## config.mk

```make
export PLATFORM = sky130hd
export DESIGN_NAME = adder_share_arbiter
export DESIGN_NICKNAME = d
export VERILOG_FILES = /design/src/rtl/adder_share_arbiter.sv
export SDC_FILE = /design/constraint.sdc
export NUM_CORES = 1
export LEC_CHECK = 0
export CAP_MARGIN = 20
export CORE_UTILIZATION = 35
export DETAILED_ROUTE_END_ITERATION = 8
export PLACE_DENSITY = 0.8
export SLEW_MARGIN = 20
export SYNTH_ARGS = -nofsm -noshare
export SYNTH_HDL_FRONTEND = slang
export SYNTH_SLANG_ARGS = --single-unit
export TNS_END_PERCENT = 30
```

## constraint.sdc

```tcl
create_clock -name clk -period 2.9 [get_ports clk]
set_input_delay 0.58 -clock clk [delete_from_list [all_inputs] [get_ports clk]]
set_output_delay 0.58 -clock clk [all_outputs]
set_load 0.02 [all_outputs]
```

## src/rtl/adder_share_arbiter.sv

```systemverilog
`default_nettype none
// +----------------------------------------------------------------------------+
// | Module      : adder_share_arbiter                                          |
// | Description : Time-shares one external combinational adder between N_REQ   |
// |               requesters using round-robin arbitration. Operands and the   |
// |               result are registered; one operation takes at least three    |
// |               cycles (IDLE grant, EXEC add, RESP handshake).               |
// | Ports       : clk/rst            clock, async active-high reset           |
// |               req_valid/ready    per-requester request handshake          |
// |               req_a/req_b        packed operands, slice i*WIDTH +: WIDTH  |
// |               rsp_valid/ready    per-requester response handshake         |
// |               rsp_data           shared registered result bus             |
// |               add_a/add_b/add_c  connection to the shared adder           |
// |               busy, grant_id     status                                   |
// | Revision    : 1.0  initial release                                         |
// +----------------------------------------------------------------------------+
module adder_share_arbiter #(
    parameter int N_REQ = 4,
    parameter int WIDTH = 16,
    parameter int IDW   = 2
) (
    input  logic                   clk,
    input  logic                   rst,
    input  logic [N_REQ-1:0]       req_valid,
    output logic [N_REQ-1:0]       req_ready,
    input  logic [N_REQ*WIDTH-1:0] req_a,
    input  logic [N_REQ*WIDTH-1:0] req_b,
    output logic [N_REQ-1:0]       rsp_valid,
    input  logic [N_REQ-1:0]       rsp_ready,
    output logic [WIDTH-1:0]       rsp_data,
    output logic [WIDTH-1:0]       add_a,
    output logic [WIDTH-1:0]       add_b,
    input  logic [WIDTH-1:0]       add_c,
    output logic                   busy,
    output logic [IDW-1:0]         grant_id
);

    typedef enum logic [1:0] {
        S_IDLE = 2'd0,
        S_EXEC = 2'd1,
        S_RESP = 2'd2
    } state_t;

    state_t           r_state;
    state_t           w_state_next;

    logic [IDW-1:0]   r_rr_ptr;
    logic [IDW-1:0]   r_grant_id;
    logic [WIDTH-1:0] r_op_a;
    logic [WIDTH-1:0] r_op_b;
    logic [WIDTH-1:0] r_rsp_data;

    logic             w_found;
    logic [IDW-1:0]   w_grant;
    logic [WIDTH-1:0] w_sel_a;
    logic [WIDTH-1:0] w_sel_b;
    logic             w_rsp_take;
    logic [IDW-1:0]   w_rr_next;

    // Requester index at distance k from base, wrapping at N_REQ (which need
    // not be a power of two, so plain bit truncation is not enough).
    function automatic logic [IDW-1:0] wrap_idx(input logic [IDW-1:0] base, input int k);
        int s;
        s = int'(base) + k;
        if (s >= N_REQ) begin
            s = s - N_REQ;
        end
        return IDW'(s);
    endfunction

    // Round-robin arbiter: scan from rr_ptr upward, first valid requester wins.
    always_comb begin
        w_found = 1'b0;
        w_grant = '0;
        for (int k = 0; k < N_REQ; k++) begin
            for (int i = 0; i < N_REQ; i++) begin
                if (!w_found && (IDW'(i) == wrap_idx(r_rr_ptr, k)) && req_valid[i]) begin
                    w_found = 1'b1;
                    w_grant = IDW'(i);
                end
            end
        end
    end

    // Operand mux, handshake strobes and response acceptance.
    always_comb begin
        w_sel_a    = '0;
        w_sel_b    = '0;
        w_rsp_take = 1'b0;
        req_ready  = '0;
        rsp_valid  = '0;
        for (int i = 0; i < N_REQ; i++) begin
            if (w_grant == IDW'(i)) begin
                w_sel_a = req_a[i*WIDTH +: WIDTH];
                w_sel_b = req_b[i*WIDTH +: WIDTH];
            end
            // rst gating keeps req_ready low while reset is held even though
            // the state register already sits in IDLE.
            req_ready[i] = (r_state == S_IDLE) && !rst && w_found && (w_grant == IDW'(i));
            rsp_valid[i] = (r_state == S_RESP) && (r_grant_id == IDW'(i));
            if ((r_grant_id == IDW'(i)) && rsp_ready[i]) begin
                w_rsp_take = 1'b1;
            end
        end
    end

    assign w_rr_next = (r_grant_id == IDW'(N_REQ - 1)) ? '0 : r_grant_id + IDW'(1);

    // State register
    always_ff @(posedge clk or posedge rst) begin
        if (rst) begin
            r_state <= S_IDLE;
        end else begin
            r_state <= w_state_next;
        end
    end

    // Next-state logic
    always_comb begin
        w_state_next = r_state;
        case (r_state)
            S_IDLE:  if (w_found) w_state_next = S_EXEC;
            S_EXEC:  w_state_next = S_RESP;
            S_RESP:  if (w_rsp_take) w_state_next = S_IDLE;
            default: w_state_next = S_IDLE;
        endcase
    end

    // Datapath registers
    always_ff @(posedge clk or posedge rst) begin
        if (rst) begin
            r_rr_ptr   <= '0;
            r_grant_id <= '0;
            r_op_a     <= '0;
            r_op_b     <= '0;
            r_rsp_data <= '0;
        end else begin
            if ((r_state == S_IDLE) && w_found) begin
                r_op_a     <= w_sel_a;
                r_op_b     <= w_sel_b;
                r_grant_id <= w_grant;
            end
            // add_c is only meaningful while the registered operands drive the adder.
            if (r_state == S_EXEC) begin
                r_rsp_data <= add_c;
            end
            if ((r_state == S_RESP) && w_rsp_take) begin
                r_rr_ptr <= w_rr_next;
            end
        end
    end

    assign add_a    = r_op_a;
    assign add_b    = r_op_b;
    assign rsp_data = r_rsp_data;
    assign busy     = (r_state != S_IDLE);
    assign grant_id = r_grant_id;

endmodule
`default_nettype wire

```

# [Word level (Yosys, flattened, before mapping)]
# Cells that the tools add are included.
[totals] mem_bits_ro=0 mem_count=0 out_inout_bits=59 word_cells=163 inputBits=154 latch_bits=0 ram_bits=0 reg_bits=54
[classes] order_cmp=4 eq_ne=22 mux=51 multipliers=0 addsub=8 reduce_logical=72 shifts=0 div=0 bitwise_logic=0
[op_table] operator="16-bit 2-to-1 mux" n=8
[op_table] operator="1-bit logical AND" n=47
[op_table] operator="2-bit 2-to-1 mux" n=21
[op_table] operator="1-bit 2-to-1 mux" n=21
[op_table] operator="2-bit equality test (first input constant)" n=8
[op_table] operator="1-bit logical NOT" n=16
[op_table] operator="2-bit logical NOT" n=7
[op_table] operator="2-bit equality test (second input constant)" n=5
[op_table] operator="3-bit >= comparator (second input constant)" n=3
[op_table] operator="1-bit by 2-bit equality test with 1-bit output (first input constant)" n=4
[op_table] operator="2-bit by 1-bit subtractor with 2-bit output (second input constant)" n=4
[op_table] operator="2-bit by 2-bit adder with 3-bit output (second input constant)" n=2
[op_table] operator="2-bit by 1-bit equality test with 1-bit output (second input constant)" n=3
[op_table] operator="2-bit one-hot mux with 3 select lines" n=1
[op_table] operator="2-bit != test (second input constant)" n=2
[op_table] operator="2-bit by 1-bit adder with 3-bit output (second input constant)" n=1
[op_table] operator="2-bit by 3-bit >= comparator with 1-bit output (second input constant)" n=1
[op_table] operator="2-bit by 1-bit adder with 2-bit output (second input constant)" n=1
[op_table] operator="2-bit AND reduction" n=1
[op_table] operator="2-bit nonzero test" n=1

# [Depth between registers and ports, before layout]
# Gate-level depths: netlist of the first run.
[logic_depth] depth_word=70 depth_mapped=7 mapped_depth_nobuf=6

# [Least setup slack after synthesis of the first run]
# No wires, ideal clock.
[synth_path] path_type="input to output" from="input rst" to="output req_ready[1]" path_buffers=0 setup_slack_ps=164 t_required_ps=2320 t_arrival_ps=2156 cell_stages=2 cell_sequence="inv_1 > and3_1"
[synth_between] elab_chain_cells=4
[synth_lines] item="start, declared" line="23" source="input logic rst,"
[synth_lines] item="1-bit logical NOT (no source line)"
[synth_lines] item="1-bit logical AND (3 in series)" line="99" source="req_ready[i] = (r_state == S_IDLE) && !rst && w_found && (w_grant == IDW'(i));"
[synth_lines] item="end, declared" line="25" source="output logic [N_REQ-1:0] req_ready,"
# Every way passes these cells.

# [Worst setup path in the final report of the first run]
[layout_path] from="input req_valid[1]" to="output req_ready[3]"
[layout_between] elab_chain_cells=60 elab_cells_between_ends=76 classes_between="eq/ne: 1; mux: 30; reduce/logical: 45"
[layout_lines] item="start, declared" line="24" source="input logic [N_REQ-1:0] req_valid,"
[layout_lines] item="1-bit logical AND" line="77" source="if (!w_found && (IDW'(i) == wrap_idx(r_rr_ptr, k)) && req_valid[i]) begin"
[layout_lines] item="1-bit 2-to-1 mux" line="77"
[layout_lines] item="1-bit logical NOT" line="77"
[layout_lines] item="1-bit logical AND (2 in series)" line="77"
[layout_lines] item="1-bit 2-to-1 mux" line="77"
[layout_lines] item="1-bit logical NOT" line="77"
[layout_lines] item="1-bit logical AND (2 in series)" line="77"
[layout_lines] item="1-bit 2-to-1 mux" line="77"
[layout_lines] item="(+40 left out)"
[layout_lines] item="1-bit logical NOT" line="77"
[layout_lines] item="1-bit logical AND (2 in series)" line="77"
[layout_lines] item="1-bit 2-to-1 mux" line="77"
[layout_lines] item="1-bit logical NOT" line="77"
[layout_lines] item="1-bit logical AND (2 in series)" line="77"
[layout_lines] item="2-bit 2-to-1 mux or 1-bit 2-to-1 mux (tied branches)" line="77"
[layout_lines] item="2-bit equality test or 1-bit logical AND (tied branches)" line="99"
[layout_lines] item="1-bit logical AND *" line="99"
# Every way passes the cells marked *; elsewhere a longest branch is shown, timed or not.

==> results of run 1 <==
area by class of cell:
cell class / instances / area [sq um] / share of cell area
clock buffers: 5 / 68.82 / 0.01247
clock inverters: 3 / 23.77 / 0.004309
inverters: 9 / 33.78 / 0.006124
multi-input cells: 200 / 1589 / 0.2880
flip-flops and latches: 54 / 1351 / 0.2450
well taps: 105 / 131.4 / 0.02381
repair buffers: 237 / 2318 / 0.4203
cells by family (layout without fill, tap and decap cells):
| logic type | Yosys count | after routing | share of synthesized area |
|---|---|---|---|
| flip-flops | 54 | 54 | 0.4392 |
| AO/OA/AOI/OAI | 118 | 118 | 0.3392 |
| AND/OR/NAND/NOR | 62 | 62 | 0.09149 |
| buffers and inverters | 34 | 254 | 0.05531 |
| multiplexers | 16 | 16 | 0.05856 |
| adder cells (fa/ha/maj) | 4 | 4 | 0.01627 |
cells in the mapped netlist (3+ instances only):
cell and number:
buf_2 16, nand3_1 3, o21ai_1 30, nor3_1 3
ha_1 4, buf_6 3, nor2b_1 4, clkbuf_1 4
a21oi_1 4, dfrtp_1 54, and2_1 4, o21ai_0 11
inv_1 8, a221oi_2 29, nor2_1 4, mux2_2 16
o221ai_1 32, nand2_1 37
tightest hold or removal path, stage by stage, from the launching register on:
cell and delay [ps]:
dfrtp_1 360, nand2_1 50, o21ai_0 60
per-layer routing:
metal / GRT usage / part of all wire / wire [um] / vias up
met1: 0.2715 / 0.39 / 4331 / 1601
li1: - / - / - / 1561
met5: 0 / 0 / 0 / -
met3: 0.04818 / 0.058 / 651 / 19
met4: 0.07836 / 0.021 / 232 / 0
met2: 0.4542 / 0.53 / 5981 / 121
power groups by stage:
stage | combinational [W] | sequential, W | clock, W
CTS | 0.00335 | 0.00136 | 0.000459
detailed placement | 0.00334 | 0.00138 | 0
finish | 0.00332 | 0.00136 | 0.000442
global placement | 0.00327 | 0.00136 | 0
global route | 0.00355 | 0.00142 | 0.000496
floorplan | 0.00145 | 0.00178 | 0
per-stage QoR:
step	hold WS, ps	cells	instance area, sq um
2_1_floorplan	565.2	288	3077
3_3_place_gp	466.9	605	5423
3_5_place_dp	469.2	605	5423
4_1_cts	493.7	613	5515
5_1_grt	520.1	613	5517
6_report	491.9	613	5517
worst max-delay path by stage:
stage | from | end | slack [ps] | cells past startpoint
after global routing | req_valid[1] | req_ready[3] | 4 | 6
after detailed placement | req_valid[1] | req_ready[3] | -210 | 6
after global placement | req_valid[0] | req_ready[3] | -100 | 6
after CTS | req_valid[1] | req_ready[3] | 70 | 6
after floorplan | rst | req_ready[1] | 160 | 2
final | req_valid[1] | req_ready[3] | 70 | 6
registers in the layout, summed over array words and instances (netlist names):
name,flops
r_rr_ptr,2
grant_id,2
rsp_data,16
add_a,16
r_state,2
add_b,16
placed cells by master, fill, tap and decap left out, types with 4 or more instances in the layout:
cell type	count
clkdlybuf4s50_1	208
dfrtp_1	54
nand2_1	37
o221ai_1	31
o21ai_1	30
a221oi_2	29
buf_4	24
mux2_2	16
o21ai_0	11
inv_1	7
clkbuf_8	5
a21oi_1	4
nor2b_1	4
nor2_1	4
and2_1	4
ha_1	4
==> impl_metrics.env, run 1 <==
export IMPL_antenna_found_initial=0
export IMPL_diodes=0
export IMPL_dp_final_hpwl_um=8472
export IMPL_ctsHtreeMaxLevel=2
export IMPL_synth_edf_count=0
export IMPL_synth_top_cell_area_share=0.4392
export IMPL_ys_seq_area_frac=0.4392
export IMPL_drtPass1Iterations=4
export IMPL_finalPower_w=0.005118
export IMPL_p_sw_w=0.002231
export IMPL_via_count=3302
export IMPL_slew_violations=0
export IMPL_p_seq_frac=0.266
export IMPL_initial_core_util=0.3671
export IMPL_via_per_inst=5.387
export IMPL_grt_max_degree=55
export IMPL_relSlewSlack=0.4802
export IMPL_yosysTopAreaCell="dfrtp_1"
export IMPL_grt_pass1_wl_um=16660
export IMPL_nNetsFinal=665
export IMPL_ant_nets=0
export IMPL_dieWidth_um=95.76
export IMPL_drtIter0Drc=87
export IMPL_syn_to_final_growth_pct=79.30
export IMPL_num_rows=33
export IMPL_dieHeight_um=95.76
export IMPL_n_fill_cell=695
export IMPL_final_util=0.6582
export IMPL_dp_slack_ps=-207.6
export IMPL_wl_per_cell_um=18.26
export IMPL_path_delay_family="buffers and inverters"
export IMPL_status="completed"
export IMPL_worst_ep_arrival_time_ps=2250
export IMPL_post_cts_resized=5
export IMPL_power_density_nw_per_um2=927.8
export IMPL_grt_pass1_vias=3363
export IMPL_async_reset_ff_frac=1.000
export IMPL_cts_inserted_buffers=5
export IMPL_r2r_slack_ps=840
export IMPL_min_period_ps=2831
export IMPL_grt_total_usage=0.2416
export IMPL_critPathLaunchType="input port"
export IMPL_core_sq_um=8382
export IMPL_hp_start="add_a[13]$_DFFE_PP0P_"
export IMPL_hold_path_cell_count=2
export IMPL_r2r_end="add_b[0]$_DFFE_PP0P_"
export IMPL_setup_viol=0
export IMPL_synth_distinct_cells=33
export IMPL_internal_power_w=0.002887
export IMPL_cpMaxStageDelayCell="clkdlybuf4s50_1"
export IMPL_ir_worst_vdd_uv=421.6
export IMPL_routabilityCongestion=0.8367
export IMPL_synth_warnings=0
export IMPL_post_cts_setup_buffers=0
export IMPL_io_buffers=212
export IMPL_crit_chain="clkdlybuf4s50_1 -> buf_4 -> o21ai_0 -> nand3_1 -> nor3_1 -> clkdlybuf4s15_1"
export IMPL_synthesis_area_sq_um=3077
export IMPL_synth_cells=288
export IMPL_gr_total_overflow=0
export IMPL_clock_latency_ps=310
export IMPL_slowest_delay_ps=480
export IMPL_cts_clk_slew_worst_paths_ps=110
export IMPL_drive_gt1_frac=0.1673
export IMPL_tns_ps=0
export IMPL_ctsHoldBuffers=0
export IMPL_switching_share=0.4359
export IMPL_cts_buffer_depth=2
export IMPL_detail_route_wirelength_um=11200
export IMPL_setup_slack_ps=69.33
export IMPL_skew_ps=7.637
export IMPL_drv_cap=0
export IMPL_cts_tree="done"
export IMPL_critical_path_buf_inv_count=3
export IMPL_drc=0
export IMPL_hold_path_class="flop to flop"
export IMPL_path_class="input port to primary output"
export IMPL_p_comb_frac=0.648
export IMPL_finalHoldViolCount=0
export IMPL_fin_crit_sh=0.9761
export IMPL_required_ps=2320
export IMPL_fmax_mhz=353.3
export IMPL_syn_avg_cell_area_sq_um=10.68
export IMPL_synthFlopType="dfrtp_1"
export IMPL_cp_end_kind="primary output"
export IMPL_r2r_start="r_rr_ptr[1]$_DFFE_PP0P_"
export IMPL_worstMarginPinSlew_ps=779.7
export IMPL_clock_root_buffer="clkbuf_8"
export IMPL_synth_area_top_cells="dfrtp_1, a221oi_2, o221ai_1"
export IMPL_synth_seq_cells=54
export IMPL_rsz0062_at_grt="false"
export IMPL_dieArea_sq_um=9170
export IMPL_r2r_worst_path_cells=7
export IMPL_holdPathEnd="add_a[13]$_DFFE_PP0P_"
export IMPL_p_leak_nw=2.169
export IMPL_worst_path_max_fanout=4
export IMPL_cts_sinks=54
export IMPL_ioPinCount=213
export IMPL_syn_nets=446
export IMPL_power_clock_fraction=0.086
Power figures use the tool's default switching activity.
==> inputs of run 2 (changes only) <==
CORE_UTILIZATION = 32   (was 35)
PLACE_DENSITY = 0.77   (was 0.8)
clock period = 2.6 ns   (was 2.9 ns; I/O delays follow)
==> run 2 against run 1 <==
- clock power up 11%
- register-to-register slack worse by 360 ps
- sequential share of layout area down 0.078 points
- wire length down 3.2%
- first-iteration DRC count down 4.6%
- clock skew down 4.0 ps
- core utilization down 6.2 points
- critical path type unchanged
- critical endpoint is now req_ready[1]
==> impl_metrics.env, run 2 (same netlist as run 1, synthesis figures left out) <==
export IMPL_clock_latency_ps=300
export IMPL_finalNonFillerCells=635
export IMPL_routabilityCongestion=0.8058
export IMPL_io_buffers=212
export IMPL_wl_met2_um=5707
export IMPL_drive_gt1_frac=0.1719
export IMPL_setup_viol=0
export IMPL_ioPinCount=213
export IMPL_ctsHtreeMaxLevel=2
export IMPL_wl_per_cell_um=17.07
export IMPL_finalPower_w=0.005711
export IMPL_grt_total_usage=0.2113
export IMPL_power_density_nw_per_um2=1032
export IMPL_cts_clk_slew_worst_paths_ps=90
export IMPL_dieHeight_um=100.1
export IMPL_fmax_mhz=404.0
export IMPL_cts_buffer_depth=2
export IMPL_dp_final_hpwl_um=8207
export IMPL_dieArea_sq_um=10010
export IMPL_p_leak_nw=2.158
export IMPL_antenna_found_initial=0
export IMPL_drc=0
export IMPL_drtPass1Iterations=4
export IMPL_grt_pass1_wl_um=16460
export IMPL_via_count=3293
export IMPL_syn_to_final_growth_pct=79.87
export IMPL_met3_length_um=985
export IMPL_hold_path_class="flop to flop"
export IMPL_nNetsFinal=663
export IMPL_min_period_ps=2475
export IMPL_finalHoldViolCount=0
export IMPL_gr_total_overflow=0
export IMPL_grt_pass1_vias=3426
export IMPL_drtIter0Drc=83
export IMPL_diodes=0
export IMPL_num_rows=35
export IMPL_initial_core_util=0.3314
export IMPL_cp_end_kind="primary output"
export IMPL_skew_ps=3.624
export IMPL_ant_nets=0
export IMPL_layout_common_cells="clkdlybuf4s50_1, dfrtp_1, nand2_1"
export IMPL_place_inst=627
export IMPL_final_common_cell="clkdlybuf4s50_1"
export IMPL_dieWidth_um=100.1
export IMPL_core_sq_um=9284
export IMPL_slew_violations=0
export IMPL_fin_crit_sh=0.9520
export IMPL_status="completed"
export IMPL_required_ps=2080
export IMPL_grt_max_degree=55
export IMPL_worstMarginPinSlew_ps=740.3
export IMPL_detail_route_wirelength_um=10840
export IMPL_critPathLaunchType="input port"
export IMPL_relSlewSlack=0.5064
export IMPL_post_cts_setup_buffers=0
export IMPL_wl_met1_um=4002
export IMPL_via_per_inst=5.186
export IMPL_cts_tree="done"
export IMPL_cts_inserted_buffers=5
export IMPL_worst_path_max_fanout=5
export IMPL_highest_layer="met4"
export IMPL_final_util=0.5961
export IMPL_worst_ep_arrival_time_ps=1960
export IMPL_n_fill_cell=792
export IMPL_drv_cap=0
export IMPL_cts_sinks=54
export IMPL_ir_worst_vdd_uv=386.6
export IMPL_clock_root_buffer="clkbuf_8"
export IMPL_path_class="input port to primary output"
export IMPL_rsz0062_at_grt="false"
export IMPL_whs_ps=490.1
## run 2: path summary, 6_finish.rpt
| check | start | to | slack (ps) | cells after the start |
|---|---|---|---|---|
| worst max register to register | r_rr_ptr[1]$_DFFE_PP0P_ | add_b[0]$_DFFE_PP0P_ | 480 | 7 |
| worst max-delay path | req_valid[2] | req_ready[1] | 120 | 7 |
| worst min register to register | add_a[10]$_DFFE_PP0P_ | add_a[10]$_DFFE_PP0P_ | 490 | 2 |
| max in group asynchronous | rst | add_a[8]$_DFFE_PP0P_ | 1260 | 3 |
| min in group asynchronous | rst | add_b[2]$_DFFE_PP0P_ | 890 | 3 |
| worst min-delay path | add_a[10]$_DFFE_PP0P_ | add_a[10]$_DFFE_PP0P_ | 490 | 2 |
## run 2: final cells by class
type	instances	area (sq um)	share of cell area
clock buffers	6	82.58	0.01492
repair buffers	235	2300	0.4156
flip-flops and latches	54	1351	0.2442
well taps	129	161.4	0.02917
inverters	9	37.54	0.006783
multi-input cells	200	1589	0.2871
clock inverters	2	12.51	0.002261
## run 2: through the flow
step	cell area [sq um]	worst slack, ps	setup TNS, ps
6_report	5534	124.8	0
3_5_place_dp	5454	-418.7	-1569
2_1_floorplan	3080	360.9	0
5_1_grt	5534	43.56	0
3_3_place_gp	5454	-330.6	-1163
4_1_cts	5554	2.440	0
## run 2: repair_timing
action,4_1_cts,5_1_grt
pin swaps,1,0
hold buffers,0,0
resized for setup,13,7
endpoints found under the setup margin,4,4
## run 2: power by group
part	internal, W	switching, W	leakage [nW]
logic	0.00177	0.00193	1.46
clock network	0.000215	0.000277	0.0472
registers	0.00127	0.000250	0.652
total	0.00325	0.00246	2.16
## run 2: routing by layer
metal | up-vias | track usage
met2 | 166 | 0.3989
met4 | 0 | 0.06243
met5 | - | 0
met3 | 12 | 0.06198
li1 | 1559 | -
met1 | 1556 | 0.2271
## run 2: worst max-delay path, stage by stage
cell and delay, ps:
clkdlybuf4s50_1 500, buf_4 140, nand2b_1 90, a21oi_1 150, and3b_2 230, and3_1 170
buf_2 160
==> inputs of run 3 (changes only) <==
CAP_MARGIN = not set   (was 20)
CORE_MARGIN = 3   (was not set)
SLEW_MARGIN = 0   (was 20)
==> run 3 against run 2 <==
- register-to-register slack got worse by 40 ps
- via count fell by 1.5%
- critical path type unchanged
- first-iteration DRC count fell by 9.6%
- non-clock buffer count fell by 1
- core utilization rose by 0.054 points
- clock power rose by 18%
- total power rose by 0.95%
- cell area barely moved
- die area rose by 8.2%
==> impl_metrics.env, run 3 (same netlist as run 1, synthesis figures left out) <==
export IMPL_status="completed"
export IMPL_cts_inserted_buffers=5
export IMPL_dp_final_hpwl_um=8565
export IMPL_diodes=0
export IMPL_via_count=3243
export IMPL_routabilityCongestion=0.8888
export IMPL_hold_path_class="flop to flop"
export IMPL_dp_slack_ps=-401.2
export IMPL_drtPass1Iterations=4
export IMPL_multiInputGateArea_sq_um=1589
export IMPL_n_fill_cell=811
export IMPL_initial_core_util=0.3314
export IMPL_ioPinCount=213
export IMPL_antenna_found_initial=0
export IMPL_drtIter0Drc=75
export IMPL_cpMaxStageDelayCell="clkdlybuf4s50_1"
export IMPL_num_rows=35
export IMPL_grt_pass1_wl_um=17800
export IMPL_crit_cells=6
export IMPL_r2r_end="add_b[0]$_DFFE_PP0P_"
export IMPL_drive_gt1_frac=0.1683
export IMPL_clock_latency_ps=310
export IMPL_critPathLaunchType="input port"
export IMPL_cts_buffer_depth=2
export IMPL_cts_tree="done"
export IMPL_path_delay_family="buffers and inverters"
export IMPL_ctsHoldBuffers=0
export IMPL_p_seq_frac=0.264
export IMPL_setup_slack_ps=95.42
export IMPL_ir_worst_vdd_uv=417.4
export IMPL_skew_ps=12.38
export IMPL_r2r_worst_path_cells=7
export IMPL_min_period_ps=2505
export IMPL_p_sw_w=0.002462
export IMPL_io_buffers=212
export IMPL_via_per_inst=5.115
export IMPL_drv_cap=0
export IMPL_worst_path_max_fanout=5
export IMPL_critical_path_buf_inv_count=3
export IMPL_relSlewSlack=0.4930
export IMPL_finalHoldViolCount=0
export IMPL_critical_path_endpoint="req_ready[2]"
export IMPL_grt_pass1_vias=3545
export IMPL_worst_ep_arrival_time_ps=1980
export IMPL_finalPower_w=0.005765
export IMPL_clock_root_buffer="clkbuf_8"
export IMPL_grt_max_degree=55
export IMPL_path_class="input port to primary output"
export IMPL_cts_clk_slew_worst_paths_ps=90
export IMPL_rsz0062_at_grt="false"
export IMPL_syn_to_final_growth_pct=80.03
export IMPL_crit_chain="clkdlybuf4s50_1 -> nor3_2 -> a21o_1 -> buf_4 -> nor3_1 -> clkdlybuf4s15_1"
export IMPL_finalNonFillerCells=634
export IMPL_p_comb_frac=0.635
export IMPL_fmax_mhz=399.3
export IMPL_wl_per_cell_um=17.40
export IMPL_slew_violations=0
export IMPL_postPlaceCellArea_sq_um=5434
export IMPL_dieArea_sq_um=10830
export IMPL_required_ps=2080
export IMPL_cp_end_kind="primary output"
export IMPL_final_common_cell="clkdlybuf4s50_1"
export IMPL_r2r_start="r_rr_ptr[1]$_DFFE_PP0P_"
export IMPL_grt_total_usage=0.2018
export IMPL_post_cts_setup_buffers=0
export IMPL_switching_share=0.4272
export IMPL_r2r_slack_ps=440
export IMPL_fin_crit_sh=0.9633
export IMPL_internal_power_w=0.003302
export IMPL_p_leak_nw=2.160
export IMPL_gr_total_overflow=0
export IMPL_core_sq_um=9284
export IMPL_ant_nets=0
export IMPL_ctsHtreeMaxLevel=2
export IMPL_power_clock_fraction=0.100
export IMPL_worstSetupStartpoint="req_valid[3]"
export IMPL_cts_sinks=54
export IMPL_dieWidth_um=104.1
export IMPL_final_util=0.5966
export IMPL_slowest_delay_ps=520
export IMPL_drc=0
export IMPL_worstMarginPinSlew_ps=760.5
export IMPL_dieHeight_um=104.1
export IMPL_detail_route_wirelength_um=11030
export IMPL_setup_viol=0
export IMPL_layout_common_cells="clkdlybuf4s50_1, dfrtp_1, nand2_1"
export IMPL_place_inst=626
export IMPL_power_density_nw_per_um2=1041
export IMPL_nNetsFinal=662
export IMPL_regArea_sq_um=1351
export IMPL_finish_instance_area_sq_um=5539
run 3: worst min-delay path, stage by stage, from the launching register on:
cell,delay [ps]
dfrtp_1,350
nand2_1,50
o21ai_1,60
run 3: how the worst min path moves through the flow:
| stage | cells after the start | start | slack [ps] | endpoint |
|---|---|---|---|---|
| floorplan | 3 | r_state[0]$_DFFE_PP0P_ | 570 | r_state[1]$_DFFE_PP0P_ |
| detailed placement | 2 | add_a[13]$_DFFE_PP0P_ | 470 | add_a[13]$_DFFE_PP0P_ |
| global placement | 2 | add_a[14]$_DFFE_PP0P_ | 470 | add_a[14]$_DFFE_PP0P_ |
| finish | 2 | add_a[11]$_DFFE_PP0P_ | 490 | add_a[11]$_DFFE_PP0P_ |
| global route | 2 | add_a[13]$_DFFE_PP0P_ | 510 | add_a[13]$_DFFE_PP0P_ |
| CTS | 2 | add_a[10]$_DFFE_PP0P_ | 500 | add_a[10]$_DFFE_PP0P_ |
run 3: repair_timing:
action / CTS / global route
resized for setup: 10 / 7
setup endpoints to repair: 4 / 3
pin swaps: 1 / 0
cloned: 0 / 0
run 3: final cells by class:
cell class / count / share of cell area
Clock buffer: 5 / 0.01242
Multi-Input combinational cell: 200 / 0.2869
Sequential cell: 54 / 0.2440
Tap cell: 129 / 0.02914
Clock inverter: 3 / 0.008584
Inverter: 9 / 0.006777
Timing Repair Buffer: 234 / 0.4122
run 3: per-layer routing:
metal | global-route usage | part of all wire | vias up | wire length [um]
met1 | 0.2106 | 0.37 | 1513 | 4036
li1 | - | - | 1554 | -
met3 | 0.07387 | 0.088 | 21 | 973
met2 | 0.3751 | 0.52 | 155 | 5751
met4 | 0.06173 | 0.025 | 0 | 273
met5 | 0 | 0 | - | 0
run 3: metrics by stage:
| step | setup TNS (ps) | hold slack (ps) |
|---|---|---|
| 6_report | 0 | 491.8 |
| 2_1_floorplan | 0 | 565.2 |
| 5_1_grt | 0 | 505.2 |
| 4_1_cts | 0 | 497.6 |
| 3_5_place_dp | -1512 | 474.4 |
| 3_3_place_gp | -1196 | 467.7 |
run 3: power by group through the flow:
| stage | Sequential, W | Combinational (W) | Clock (W) |
|---|---|---|---|
| global route | 0.00158 | 0.00397 | 0.000627 |
| global placement | 0.00151 | 0.00366 | 0 |
| detailed placement | 0.00154 | 0.00371 | 0 |
| CTS | 0.00153 | 0.00371 | 0.000602 |
| finish | 0.00152 | 0.00366 | 0.000579 |
| floorplan | 0.00199 | 0.00162 | 0 |
